==> src/rtl/uart_tx_arbiter.sv <==
// rtl/uart_tx_arbiter.sv - round-robin arbiter sharing one UART transmitter among NUM_REQ byte sources
module uart_tx_arbiter #(
  parameter int NUM_REQ        = 4,
  parameter int TIMEOUT_CYCLES = 120000,
  parameter int GAP_CYCLES     = 2
) (
  input  logic                       clk,
  input  logic                       rst,
  input  logic                       arb_en,
  input  logic [NUM_REQ-1:0]         req_valid,
  input  logic [8*NUM_REQ-1:0]       req_data,
  output logic [NUM_REQ-1:0]         req_ready,
  output logic                       uart_tx_en,
  output logic [7:0]                 uart_din,
  input  logic                       uart_tx_done,
  output logic                       busy,
  output logic [$clog2(NUM_REQ)-1:0] grant_id,
  output logic                       err_timeout,
  output logic [15:0]                tx_count
);

  localparam int IDW = $clog2(NUM_REQ);
  localparam int WDW = $clog2(TIMEOUT_CYCLES);
  localparam int GW  = $clog2(GAP_CYCLES + 1);
  localparam logic [WDW-1:0] WD_LAST  = WDW'(TIMEOUT_CYCLES - 1);
  localparam logic [GW-1:0]  GAP_LAST = GW'(GAP_CYCLES - 1);

  typedef enum logic [1:0] {IDLE, SEND, GAP} state_t;

  state_t             state_q, state_d;
  logic [NUM_REQ-1:0] req_ready_q, req_ready_d;
  logic               tx_en_q, tx_en_d;
  logic [7:0]         din_q, din_d;
  logic               busy_q, busy_d;
  logic [IDW-1:0]     grant_id_q, grant_id_d;
  logic               err_q, err_d;
  logic [15:0]        tx_count_q, tx_count_d;
  logic [WDW-1:0]     wd_q, wd_d;
  logic [GW-1:0]      gap_q, gap_d;

  logic               rr_found;
  logic [IDW-1:0]     rr_winner;
  logic [7:0]         rr_data;
  logic               grant_go, done_evt, timeout_evt, gap_exit;

  // Requesters above the last grant take precedence; otherwise wrap to the lowest valid index.
  always_comb begin
    rr_found  = 1'b0;
    rr_winner = '0;
    rr_data   = '0;
    for (int j = 0; j < NUM_REQ; j++) begin
      if (!rr_found && req_valid[j] && (IDW'(j) > grant_id_q)) begin
        rr_found  = 1'b1;
        rr_winner = IDW'(j);
      end
    end
    for (int j = 0; j < NUM_REQ; j++) begin
      if (!rr_found && req_valid[j]) begin
        rr_found  = 1'b1;
        rr_winner = IDW'(j);
      end
    end
    for (int j = 0; j < NUM_REQ; j++) begin
      if (rr_winner == IDW'(j)) rr_data = req_data[8*j +: 8];
    end
  end

  assign grant_go    = (state_q == IDLE) && arb_en && rr_found;
  assign done_evt    = (state_q == SEND) && uart_tx_done;
  assign timeout_evt = (state_q == SEND) && !uart_tx_done && (wd_q == WD_LAST);
  // Waiting for done to fall tolerates a UART that holds done until the next enable.
  assign gap_exit    = (state_q == GAP) && (gap_q >= GAP_LAST) && !uart_tx_done;

  always_ff @(posedge clk or posedge rst) begin
    if (rst) begin
      state_q     <= IDLE;
      req_ready_q <= '0;
      tx_en_q     <= 1'b0;
      din_q       <= 8'h00;
      busy_q      <= 1'b0;
      grant_id_q  <= IDW'(NUM_REQ - 1);
      err_q       <= 1'b0;
      tx_count_q  <= 16'h0000;
      wd_q        <= '0;
      gap_q       <= '0;
    end else begin
      state_q     <= state_d;
      req_ready_q <= req_ready_d;
      tx_en_q     <= tx_en_d;
      din_q       <= din_d;
      busy_q      <= busy_d;
      grant_id_q  <= grant_id_d;
      err_q       <= err_d;
      tx_count_q  <= tx_count_d;
      wd_q        <= wd_d;
      gap_q       <= gap_d;
    end
  end

  always_comb begin
    state_d = state_q;
    case (state_q)
      IDLE:    if (grant_go) state_d = SEND;
      SEND:    if (done_evt || timeout_evt) state_d = GAP;
      GAP:     if (gap_exit) state_d = IDLE;
      default: state_d = IDLE;
    endcase
  end

  always_comb begin
    req_ready_d = '0;
    err_d       = 1'b0;
    tx_en_d     = tx_en_q;
    din_d       = din_q;
    busy_d      = busy_q;
    grant_id_d  = grant_id_q;
    tx_count_d  = tx_count_q;
    wd_d        = wd_q;
    gap_d       = gap_q;
    case (state_q)
      IDLE: begin
        if (grant_go) begin
          req_ready_d = NUM_REQ'(1) << rr_winner;
          din_d       = rr_data;
          grant_id_d  = rr_winner;
          tx_en_d     = 1'b1;
          busy_d      = 1'b1;
          wd_d        = '0;
        end
      end
      SEND: begin
        wd_d = wd_q + WDW'(1);
        if (done_evt || timeout_evt) begin
          tx_en_d = 1'b0;
          gap_d   = '0;
        end
        if (done_evt)    tx_count_d = tx_count_q + 16'd1;
        if (timeout_evt) err_d      = 1'b1;
      end
      GAP: begin
        if (gap_exit)              busy_d = 1'b0;
        else if (gap_q < GAP_LAST) gap_d  = gap_q + GW'(1);
      end
      default: ;
    endcase
  end

  assign req_ready   = req_ready_q;
  assign uart_tx_en  = tx_en_q;
  assign uart_din    = din_q;
  assign busy        = busy_q;
  assign grant_id    = grant_id_q;
  assign err_timeout = err_q;
  assign tx_count    = tx_count_q;

endmodule

==> config.mk <==
export PLATFORM = sky130hd
export DESIGN_NAME = uart_tx_arbiter
export DESIGN_NICKNAME = d
export VERILOG_FILES = /design/src/rtl/uart_tx_arbiter.sv
export SDC_FILE = /design/constraint.sdc
export NUM_CORES = 1
export LEC_CHECK = 0
export ABC_CLOCK_PERIOD_IN_PS = 3000
export CORE_ASPECT_RATIO = 1.75
export CORE_MARGIN = 5
export CORE_UTILIZATION = 40
export CTS_CLUSTER_DIAMETER = 200
export CTS_CLUSTER_SIZE = 12
export DETAILED_ROUTE_END_ITERATION = 6
export PLACE_DENSITY = 0.7
export SLEW_MARGIN = 15
export SYNTH_ARGS = -nofsm -noshare
export SYNTH_HDL_FRONTEND = slang
export SYNTH_SLANG_ARGS = --single-unit
export TNS_END_PERCENT = 20
==> constraint.sdc <==
create_clock -name clk -period 3 [get_ports clk]
set_input_delay 0.6 -clock clk [delete_from_list [all_inputs] [get_ports clk]]
set_output_delay 0.6 -clock clk [all_outputs]
set_load 0.005 [all_outputs]
# Word-level counts from Yosys, hierarchy flattened
# Index checks and enable logic that the tools add are counted.
[totals]
reg_bits = 54
in_bits = 40
wordCells = 108
[op_classes]
addsub = 3
order_cmp = 6
eq_ne = 11
n_shift = 1
n_mux = 38
reduce_logical = 39
[ops]
columns = ["cell", "count"]
rows = [
  ["$pmux W17 S2", 1],
  ["$mux W8", 4],
  ["$mux W2", 12],
  ["$logic_and A1 B1 Y1", 18],
  ["$add A17 B1 Y17 const B", 1],
  ["$eq A17 B17 Y1 const B", 1],
  ["$mux W17", 1],
  ["$add A16 B1 Y16 const B", 1],
  ["$mux W1", 14],
  ["$reduce_and A3 Y1", 3],
  ["$logic_not A1 Y1", 8],
  ["$mux W4", 2],
  ["$eq A2 B2 Y1 const B", 3],
  ["$ne A2 B2 Y1 const B", 3],
  ["$pmux W2 S3", 1],
  ["$reduce_and A2 Y1", 3],
  ["$reduce_bool A2 Y1", 3],
  ["$eq A2 B1 Y1 const B", 2],
  ["$gt A1 B2 Y1 const A", 2],
  ["$gt A2 B2 Y1 const A", 2],
  ["$logic_not A2 Y1", 2],
  ["$ne A2 B1 Y1 const B", 2],
  ["$pmux W1 S2", 2],
  ["$pmux W2 S2", 1],
  ["6 further kinds", 6],
]

# Logic depth before layout (Yosys ltp)
[logic_depth]
depth_word = 32
ltp_mapped = 8
mapped_depth_nobuf = 7

# Least setup slack after synthesis
# No wires, ideal clock.
[synth_path]
path_kind = "input port to flip-flop"
start = "in req_valid[3]"
end = "reg din_q[2] (netlist: uart_din[2])"
setup_time_ns = 0.126
arrival_ns = 1.970
t_required_ns = 2.874
setup_slack_ns = 0.904
stages = 6
n_path_buf = 1
path_cell_list = "or2b_1 a21o_1 nand3_2 buf_2 mux2_2 a221o_1"
[synth_between]
elab_chain_cells = 20
word_cells_on_any_way = 30
[synth_rtl]
columns = ["item", "line", "source"]
rows = [
  ["start: declaration", "10", "input logic [NUM_REQ-1:0] req_valid,"],
  ["$logic_and A1 B1 Y1 (2 in a row)", "52", "if (!rr_found && req_valid[j] && (IDW'(j) > grant_id_q)) begin"],
  ["$mux W1", "52", ""],
  ["$logic_not A1 Y1", "58", "if (!rr_found && req_valid[j]) begin"],
  ["$logic_and A1 B1 Y1", "58", ""],
  ["$mux W1", "58", ""],
  ["$logic_not A1 Y1", "58", ""],
  ["$logic_and A1 B1 Y1", "58", ""],
  ["$mux W1", "58", ""],
  ["$logic_not A1 Y1", "58", ""],
  ["$logic_and A1 B1 Y1", "58", ""],
  ["$mux W1", "58", ""],
  ["$logic_not A1 Y1", "58", ""],
  ["$logic_and A1 B1 Y1", "58", ""],
  ["$mux W2", "58", ""],
  ["$logic_not A2 Y1", "64", "if (rr_winner == IDW'(j)) rr_data = req_data[8*j +: 8];"],
  ["$mux W8 (4 in a row)", "64", ""],
  ["end signal: assignment", "90", "din_q <= din_d;"],
  ["end: declaration", "33", "logic [7:0] din_q, din_d;"],
]
# Parallel ways exist; a longest one is shown, timed or not.
# A chain may end at the register's enable or synchronous reset.

# Worst setup path after layout
[layout_path]
start = "in req_valid[1]"
end = "reg din_q[7] (netlist: uart_din[7])"
[layout_between]
elab_chain_cells = 28
word_cells_on_any_way = 40
[layout_rtl]
columns = ["item", "line"]
rows = [
  ["$logic_and A1 B1 Y1 (2 in a row)", "52"],
  ["$mux W1", "52"],
  ["$logic_not A1 Y1", "52"],
  ["$logic_and A1 B1 Y1 (2 in a row)", "52"],
  ["$mux W1", "52"],
  ["$logic_not A1 Y1", "52"],
  ["$logic_and A1 B1 Y1 (2 in a row)", "52"],
  ["$mux W1", "52"],
  ["[6 not listed]", "-"],
  ["$logic_not A1 Y1", "58"],
  ["$logic_and A1 B1 Y1", "58"],
  ["$mux W1", "58"],
  ["$logic_not A1 Y1", "58"],
  ["$logic_and A1 B1 Y1", "58"],
  ["$mux W2", "58"],
  ["$logic_not A2 Y1", "64"],
  ["$mux W8 (4 in a row)", "64"],
]
# Parallel ways exist; a longest one is shown, timed or not.

==> run_results.csv <==
group,metric,value,unit
run_status,status,"complete, no violations",
critical_path,worstPathArrival,2.60,ns
logic_synthesis,yosys_register_bits,54,
finish,fillers,615,
global_route,antenna_found_initial,0,
timing,whs,0.4760,ns
finish,instances_no_fill,437,
detailed_routing,drc,0,
clock_tree,clk_pin_slew,0.07,ns
clock_tree,cts_tree,"yes",
logic_synthesis,ys_seq_area_share,49.36,%
logic_synthesis,syn_avg_cell_area,9.973,um2
clock_tree,cts_sinks,54,
detailed_routing,drt_pre_antenna_iters,4,
die,io_pins,73,
critical_path,criticalPathCategory,"in2reg",
timing,timing.slew.headroom,48.95,%
die,dieHeight,119.5,um
place,place_congestion,0.8278,
clock_tree,cts-buffers-inserted,5,
logic_synthesis,netlist_area,2743,um2
global_route,grt_use_total,15.28,%
logic_synthesis,yosysTopAreaCell,"dfrtp_1",
timing,period_share,80.79,%
place,placed_cells,429,
finish,area_delta_synth_final,36.63,%
global_route,grt-ovfl-total,0,
clock_tree,clk_latency,0.29,ns
clock_tree,h-tree-depth,2,
logic_synthesis,synth_ff_type,"dfrtp_1",
global_route,grt_pass1_vias,2285,
timing,fmax,412.6,MHz
clock_tree,cts_root_buffer,"clkbuf_16",
timing,rsz0062_at_grt,"false",
die,placeableCoreArea,6756,um2
critical_path,critPathMaxStageDelay,0.53,ns
detailed_routing,wl_per_cell,15.15,um
logic_synthesis,ys_warn_count,0,
clock_tree,clockBufferDepth,2,
detailed_routing,postRouteAntennaNets,0,
detailed_routing,vias_per_cell,5.368,
finish,final_layout_size_suffix_gt1_share,7.932,%
pwr,powerDensity,715.7,nW/um2
logic_synthesis,synth.distinct_cells,49,
pwr,peakVddDrop,0.4404,mV
timing,setup_tns,0,ns
detailed_routing,vias,2346,
logic_synthesis,netlist_instances,275,
place,dpl.hpwl,5018,um
logic_synthesis,synthTopCellsByArea,"dfrtp_1, nand2_1, xnor2_1",
critical_path,critPathTopFamily,"compound AO/OA/AOI/OAI gates",
die,rows,40,
place,port_buffers,72,
finish,final_nets,396,
clock_tree,ctsHoldBuffers,0,
timing,setup_viol,0,
detailed_routing,routed_wl,6621,um
logic_synthesis,synth_nets,319,
logic_synthesis,synth_top_area_share,47.45,%
critical_path,crit_buf_inv,2,
clock_tree,ctsResizeCount,0,
critical_path,cp.required,3.17,ns
finish,final_area,3747,um2
pwr,power.leakage,1.585,nW
critical_path,slowest_stage,"o21ai_0",
critical_path,start_kind,"input pin",
timing,period_needed,2.424,ns
critical_path,path_cells,"clkdlybuf4s50_1, o21ai_0, nand3_2, buf_4, nor2b_4, a221o_1",
flow_run,cap_violations,0,
global_route,grt_pass1_wl,10750,um
global_route,grt_max_degree,55,
detailed_routing,drtIter0Drc,163,
critical_path,crit_fanout,9,
place,placed_cell_area,3577,um2
timing,skew,0.004689,ns
logic_synthesis,synth-edff-count,0,
die,die_x,72.60,um
timing,maxSlewViolCount,0,
critical_path,endpoint_kind,"flop",
die,start_util,40.59,%
die,dieArea,8678,um2
hold_path,hp-class,"reg2reg",
finish,diodes,0,
timing,tightest_slew,0.7637,ns
clock_tree,post-cts-setup-buffers,0,
timing,hold_viol,0,
logic_synthesis,async_reset_ff_share,100.0,%
[power breakdown]
group          internal [mW]  switching [mW]  leakage, nW
Clock                  0.394           0.268       0.0760
Sequential             0.896           0.146        0.713
Combinational          0.545           0.434        0.796
Total                   1.84           0.847         1.58
[metal layers]
metal | track usage, % | share of wire (%) | vias up | routed length, um
li1 | - | - | 1154 | -
met1 | 18.25 | 40 | 1125 | 2650
met2 | 27.43 | 53 | 60 | 3513
met3 | 2.766 | 5.5 | 7 | 364
met4 | 4.042 | 1.4 | 0 | 93
met5 | 0 | 0 | - | 0
[registers in the layout (all words and copies together) (netlist names)]
name         flops
wd_q            17
tx_count        16
uart_din         8
req_ready        4
gap_q            2
grant_id         2
state_q          2
busy             1
err_timeout      1
uart_tx_en       1
[final timing paths]
| kind | slack, ns | startpoint | to | cells after the start |
|---|---|---|---|---|
| setup / recovery | 0.58 | req_valid[1] | uart_din[7]$_DFFE_PP0P_ | 6 |
| hold / removal | 0.48 | wd_q[15]$_DFFE_PP0P_ | wd_q[15]$_DFFE_PP0P_ | 1 |
| setup reg to reg | 0.90 | state_q[0]$_DFFE_PP0P_ | wd_q[16]$_DFFE_PP0P_ | 5 |
| hold reg to reg | 0.48 | wd_q[15]$_DFFE_PP0P_ | wd_q[15]$_DFFE_PP0P_ | 1 |
| max in group asynchronous | 1.73 | rst | uart_tx_en$_DFFE_PP0P_ | 3 |
| min in group asynchronous | 0.81 | rst | tx_count[12]$_DFFE_PP0P_ | 3 |
[cell type report]
type	instances	area [um2]	share of cell area (%)
clock buffers	5	125.1	3.339
clock inverters	3	45.04	1.202
inverters	11	41.29	1.102
multi-input cells	201	1304	34.79
flip-flops and latches	54	1354	36.13
well taps	84	105.1	2.805
repair buffers	79	773.2	20.63
[cell usage after synthesis (all sizes together) (3+ instances only)]
master,instances
dfrtp,52
nand2,35
o21ai,25
nor2,15
xnor2,14
nand4,12
inv,11
a221o,9
nand3,9
and3,8
o31ai,7
a21oi,6
mux2,6
nor2b,6
clkbuf,5
a221oi,4
buf,4
ha,4
mux2i,4
and4,3
nand2b,3
nor3,3
o21a,3
[kinds of logic after synthesis]
logic type / Yosys count / share of synthesized area [%]
adder cells (fa/ha/maj): 4 / 1.825
buffers and inverters: 20 / 3.102
multiplexers: 10 / 3.923
AO/OA/AOI/OAI: 66 / 16.42
flip-flops: 54 / 49.36
XOR/XNOR: 16 / 5.110
AND/OR/NAND/NOR: 105 / 20.26
[layout by cell type (no fill, tap or decap), types with 2 or more instances in the layout]
cell type	synthesis	layout
clkdlybuf4s50_1	0	72
dfrtp_1	52	52
nand2_1	35	35
o21ai_0	24	24
nor2_1	15	15
xnor2_1	14	14
nand4_1	12	12
inv_1	11	10
a221o_1	9	9
and3_1	8	8
nand3_1	8	8
o31ai_1	7	7
buf_4	0	7
a21oi_1	6	6
mux2_2	6	6
nor2b_1	5	5
clkbuf_16	0	5
mux2i_1	4	4
a221oi_1	4	4
ha_1	4	4
nand2b_1	3	3
nor3_1	3	3
and4_1	3	3
o21a_1	3	3
o211ai_1	2	2
a31oi_1	2	2
xor2_1	2	2
a21o_1	2	2
nor3b_1	2	2
clkinvlp_4	0	2
dfstp_2	2	2
[per-stage QoR]
step / total power, mW / util, % / worst slack [ns]
2_1_floorplan: 1.583 / - / 0.9039
3_3_place_gp: 2.022 / 52.94 / 0.2841
3_5_place_dp: 2.048 / 52.94 / 0.2564
4_1_cts: 2.717 / 55.46 / 0.5484
5_1_grt: 2.856 / 55.46 / 0.3332
6_report: 2.682 / 55.46 / 0.5762
Note: power is estimated with default switching activity, not from simulation.
==> patch 1: new RTL, same settings <==
Encoding of `state_t`: now one-hot (3 bits for 3 states).
--- a/src/rtl/uart_tx_arbiter.sv
+++ b/src/rtl/uart_tx_arbiter.sv
@@ -27,3 +27,3 @@
 
-  typedef enum logic [1:0] {IDLE, SEND, GAP} state_t;
+  typedef enum logic [2:0] {IDLE = 3'b001, SEND = 3'b010, GAP = 3'b100} state_t;
 
Check against the original RTL: same outputs for any inputs over 10 cycles, from zero or initial values and one cycle with rst high; not proved beyond that.
==> patch 1 against the original RTL <==
  * Final area down 0.27%
  * Wire length down 4.5%
  * Hold slack worse by 0.0083 ns
  * Setup slack better by 0.13 ns
  * Sequential cell count up 1
  * Total power down 9.4%
  * Synthesized cell count down 3.6%
  * Area after synthesis up 0.27%
  * Sequential power down 4%
  * First-iteration DRC count down 49%
  * Largest cell class unchanged
  * Largest power group unchanged
  * Highest routed layer unchanged
==> patch 1: results (changes against the original RTL) <==
----------------------------------------------------
[Routing]
  WL final ... 6.32 mm (was 6.62 mm)
  DR iter-0 viols ... 83 (was 163)
  Router iterations before antenna repair ... 4 (unchanged)
  Vias after detailed routing ... 2202 (was 2346)

[Finish]
  Top reg by flops ... wd_q (unchanged)
  Inserted Diodes ... 0 (unchanged)
  Nets@finish ... 381 (was 396)
  Number of fillers in the final layout ... 633 (was 615)
  Layout Cells excl Fill ... 423 (was 437)
  Share of cells above drive strength 1 ... 7.37% (was 7.93%)

[Power]
  VDD IR max ... 0.000376 V (was 0.000440 V)
  Total chip power ... 2.43 mW (was 2.68 mW)
  Lkg Pwr ... 1.66 nW (was 1.58 nW)
  Power dissipated in combinational cells ... 823 uW (was 979 uW)
  Switching portion of total power ... 30.5% (was 31.6%)
  Clock network fraction of total power ... 24.8%

[Run status]
  Result of the run ... finished, final reports clean (unchanged)

[Logic synthesis]
  Commonest cells in the netlist ... dfrtp_1, nand2_1, mux2i_1, nor2_1 (was dfrtp_1, nand2_1, o21ai_0, nor2_1, xnor2_1)
  Most numerous cell in the Yosys netlist ... dfrtp_1 (unchanged)
  Mean area per synthesized cell ... 10.4 um^2 (was 9.97 um^2)
  Post-synth top area share ... 47.3% (was 47.4%)
  Number of distinct standard cells referenced by the synthesized netlist ... 42 (was 49)
  Register area share after synthesis ... 50.2% (was 49.4%)
  Net count after synthesis ... 308 (was 319)
  Async S/R FF share, synth ... 100% (unchanged)
  Top post-synthesis cells by area ... dfrtp_1, mux2i_1, nand2_1 (was dfrtp_1, nand2_1, xnor2_1)

[CTS]
  Clock transition at the registers of the reported paths ... 0.07 ns (about the same)
  H-tree depth reported by CTS ... 2 (unchanged)
  Cts repair resizes ... 0 (unchanged)
  Buffers inserted by post-CTS timing repair ... 0 (unchanged)
  Cell at the root of the clock tree ... clkbuf_16 (unchanged)

[Placed design]
  Placement-stage cell area ... 3580 um^2 (about the same)
  Placed wire-length estimate after detailed placement ... 4.85 mm (was 5.02 mm)
  Setup Slack @ Placement ... 0.409 ns (was 0.256 ns)
  Last weighted congestion value of the routability-driven placer ... 0.765 (was 0.828)

[GRT]
  GRT Resource Usage Total ... 15.5% (was 15.3%)
  Antenna violations before repair ... 0 (unchanged)
  Maximum number of pins on one net before global-route repair ... 33 (was 55)
  Wire length of the first global-routing pass ... 10.8 mm (about the same)

[Setup path]
  Arrival time worst endpoint ... 2.49 ns (was 2.60 ns)
  CP max FO ... 20 (was 9)

[STA]
  Tightest Pin Transition ... 0.661 ns (was 0.764 ns)
  Largest clock skew in the final design ... 0.00398 ns (was 0.00469 ns)

[Min path]
  Hold WC Path Type ... register to register (unchanged)

----------------------------------------------------
patch 1: final cells by class:
| class | count | area [um^2] | area share, % |
|---|---|---|---|
| flip-flops and latches | 55 | 1380 | 36.9 |
| multi-input cells | 189 | 1280 | 34.3 |
| repair buffers | 78 | 778 | 20.8 |
| clock buffers | 8 | 156 | 4.18 |
| well taps | 84 | 105 | 2.81 |
| inverters | 9 | 33.8 | 0.904 |
patch 1: critical path, cell delays in order:
cell and delay (ns):
clkdlybuf4s50_1 0.56, nor4_1 0.12, or4_4 0.57, or2_2 0.43
o221ai_1 0.21
patch 1: cells by family after synthesis:
| kind of cell | count (synthesis) | synth area share (%) |
|---|---|---|
| AOI/OAI and AO/OA | 36 | 9.78 |
| xor gates and xnor gates | 26 | 8.28 |
| adders and majority gates | 3 | 1.37 |
| buffers and inverters | 21 | 3.37 |
| DFF | 55 | 50.2 |
| muxes | 19 | 6.96 |
| and+or+nand+nor | 105 | 20.1 |
patch 1: metal layers:
layer | wire (um) | track usage [%] | vias to the layer above
met5 | 0 | 0 | -
li1 | - | - | 1082
met1 | 2470 | 18.3 | 1079
met4 | 97 | 5.54 | 0
met2 | 3520 | 27.3 | 36
met3 | 232 | 3.10 | 5
patch 1: worst paths after layout:
| path | from | slack (ns) | cells after the start | endpoint |
|---|---|---|---|---|
| max | req_valid[3] | 0.71 | 5 | uart_din[0] |
| min | tx_count[15] | 0.47 | 1 | tx_count[15] |
| max reg2reg | state_q[2] | 0.95 | 5 | tx_count[13] |
| min reg2reg | tx_count[15] | 0.47 | 1 | tx_count[15] |
| max in group asynchronous | rst | 1.70 | 3 | grant_id[1] |
| min in group asynchronous | rst | 0.68 | 2 | tx_count[7] |
==> patch 2: new RTL, same flow settings <==
Made on the original files. Change the parameter `GAP_CYCLES` from 2 to 4.
--- a/src/rtl/uart_tx_arbiter.sv
+++ b/src/rtl/uart_tx_arbiter.sv
@@ -4,3 +4,3 @@
   parameter int TIMEOUT_CYCLES = 120000,
-  parameter int GAP_CYCLES     = 2
+  parameter int GAP_CYCLES     = 4
 ) (
Formal check against the unedited RTL: not equivalent (a bounded check fails within 10 cycles, from zero or initial values and one cycle with rst high).
==> patch 2 against the original RTL <==
  * Sequential cell count rose by 1
  * Hold slack lost 0.0050 ns
  * Area after synthesis grew 8.2%
  * Final area up 5.3%
  * Setup slack improved by 0.13 ns
  * Core utilization is 0.89 points lower
  * Total power up 5.0%
  * Wire length rose by 11%
  * Via count is 10% higher
  * Critical endpoint is now uart_din[4]
  * Highest routed layer unchanged
==> patch 2: results (changes against the original RTL) <==
----------------------------------------------------
[Power]
  VDD IR max ... 0.000356 V (was 0.000440 V)
  Power consumed by the clock network ... 589 uW (was 661 uW)
  Lkg Pwr ... 1.68 nW (was 1.58 nW)
  P_int ... 1.83 mW (was 1.84 mW)
  Power dissipated in combinational cells ... 1.15 mW (was 979 uW)

[Finish]
  Top reg by flops ... wd_q (unchanged)
  Number of fillers in the final layout ... 678 (was 615)
  Nets@finish ... 426 (was 396)
  Share of cells above drive strength 1 ... 9.14% (was 7.93%)

[Placed design]
  Last weighted congestion value of the routability-driven placer ... 0.846 (was 0.828)
  Placement-stage cell area ... 3800 um^2 (was 3580 um^2)
  Placed wire-length estimate after detailed placement ... 5.76 mm (was 5.02 mm)

[Routing]
  DR iter-0 viols ... 107 (was 163)
  Met1 layer wirelength in the final routing ... 2.75 mm (was 2.65 mm)
  Detailed-route vias per instance ... 5.51 (was 5.37)
  Routed length on met3 ... 502 um (was 364 um)
  Total length of routed met2 wires ... 4.01 mm (was 3.51 mm)
  WL final ... 7.37 mm (was 6.62 mm)

[Logic synthesis]
  Register area share after synthesis ... 46.5% (was 49.4%)
  Area share of fa/ha/maj cells after synthesis ... 1.69% (was 1.82%)
  Commonest cells in the netlist ... dfrtp_1, nand2_1, nor2_1, o21ai_0, a21oi_1 (was dfrtp_1, nand2_1, o21ai_0, nor2_1, xnor2_1)
  Top post-synthesis cells by area ... dfrtp_1, xnor2_1, o21ai_0 (was dfrtp_1, nand2_1, xnor2_1)
  Number of distinct standard cells referenced by the synthesized netlist ... 55 (was 49)
  Mux share of post-synthesis cell area ... 2.19% (was 3.92%)
  Area share of xor/xnor cells in the synthesized design ... 5.31% (was 5.11%)
  Net count after synthesis ... 354 (was 319)
  Area fraction in compound gates after synthesis ... 19.6% (was 16.4%)

[Setup path]
  Arrival time worst endpoint ... 2.49 ns (was 2.60 ns)

[GRT]
  GRT Resource Usage Total ... 16.7% (was 15.3%)
  Maximum number of pins on one net before global-route repair ... 26 (was 55)
  Wire length of the first global-routing pass ... 11.9 mm (was 10.8 mm)
  Via count of the first global-routing pass ... 2535 (was 2285)

[STA]
  Slew margin rel. ... 58.8% (was 49.0%)
  Largest clock skew in the final design ... 0.00506 ns (was 0.00469 ns)

[Run status]
  Result of the run ... finished, final reports clean (unchanged)

[CTS]
  Clock latency reported for the late side of the worst-skew pair ... about 0.30 ns
  Cts repair resizes ... 0 (unchanged)
  Clock Path Buffers ... 2 (unchanged)

----------------------------------------------------
## patch 2: changes by cell type in the layout (fill, tap and decap cells not counted), moves of 4 or more
cell     unedited run  this run
nand3_1             8        12
a31oi_1             2         6
a221o_1             9         1
nand2_1            35        27
o22ai_1             0         8
nand4_1            12         3
or3_1               0         4
a21o_1              2         7
nor3b_1             2        12
a21oi_1             6        15
nor2_1             15        24
## patch 2: worst max-delay path: stages
cell and delay [ns]:
clkdlybuf4s50_1 0.66, nand2b_1 0.22, o22ai_1 0.11, nor2_1 0.44, a221oi_1 0.19, o31ai_1 0.27
## patch 2: final cells by class
cell class / count / area [um^2] / area share [%]
clock buffers: 7 / 143 / 3.61
clock inverters: 1 / 5.00 / 0.127
inverters: 10 / 37.5 / 0.951
multi-input cells: 228 / 1480 / 37.5
flip-flops and latches: 55 / 1380 / 34.9
well taps: 86 / 108 / 2.73
repair buffers: 82 / 796 / 20.2
## patch 2: path summary, 6_finish.rpt
check,cells past startpoint,to,start,slack (ns)
worst max-delay path,6,uart_din[4],req_valid[0],0.71
worst min register to register,1,tx_count[15],tx_count[15],0.47
max in group asynchronous,3,wd_q[5],rst,1.71
worst min-delay path,1,tx_count[15],tx_count[15],0.47
worst max register to register,5,gap_q[2],wd_q[6],0.96
min in group asynchronous,2,tx_count[6],rst,0.64
## patch 2: stage by stage
step	util, %	hold WS, ns	setup WS [ns]	power, mW	instances
floorplan	-	0.445	1.06	1.74	310
global placement	52.5	0.464	0.489	2.22	461
detailed placement	52.5	0.469	0.414	2.25	461
CTS	54.6	0.478	0.728	2.85	469
global route	54.6	0.504	0.490	3.00	469
finish	54.6	0.471	0.706	2.82	469
## patch 2: routing by layer
layer,up-vias,track usage (%)
met4,0,5.35
met3,7,4.60
met1,1238,17.7
li1,1264,-
met5,-,0
met2,74,30.8
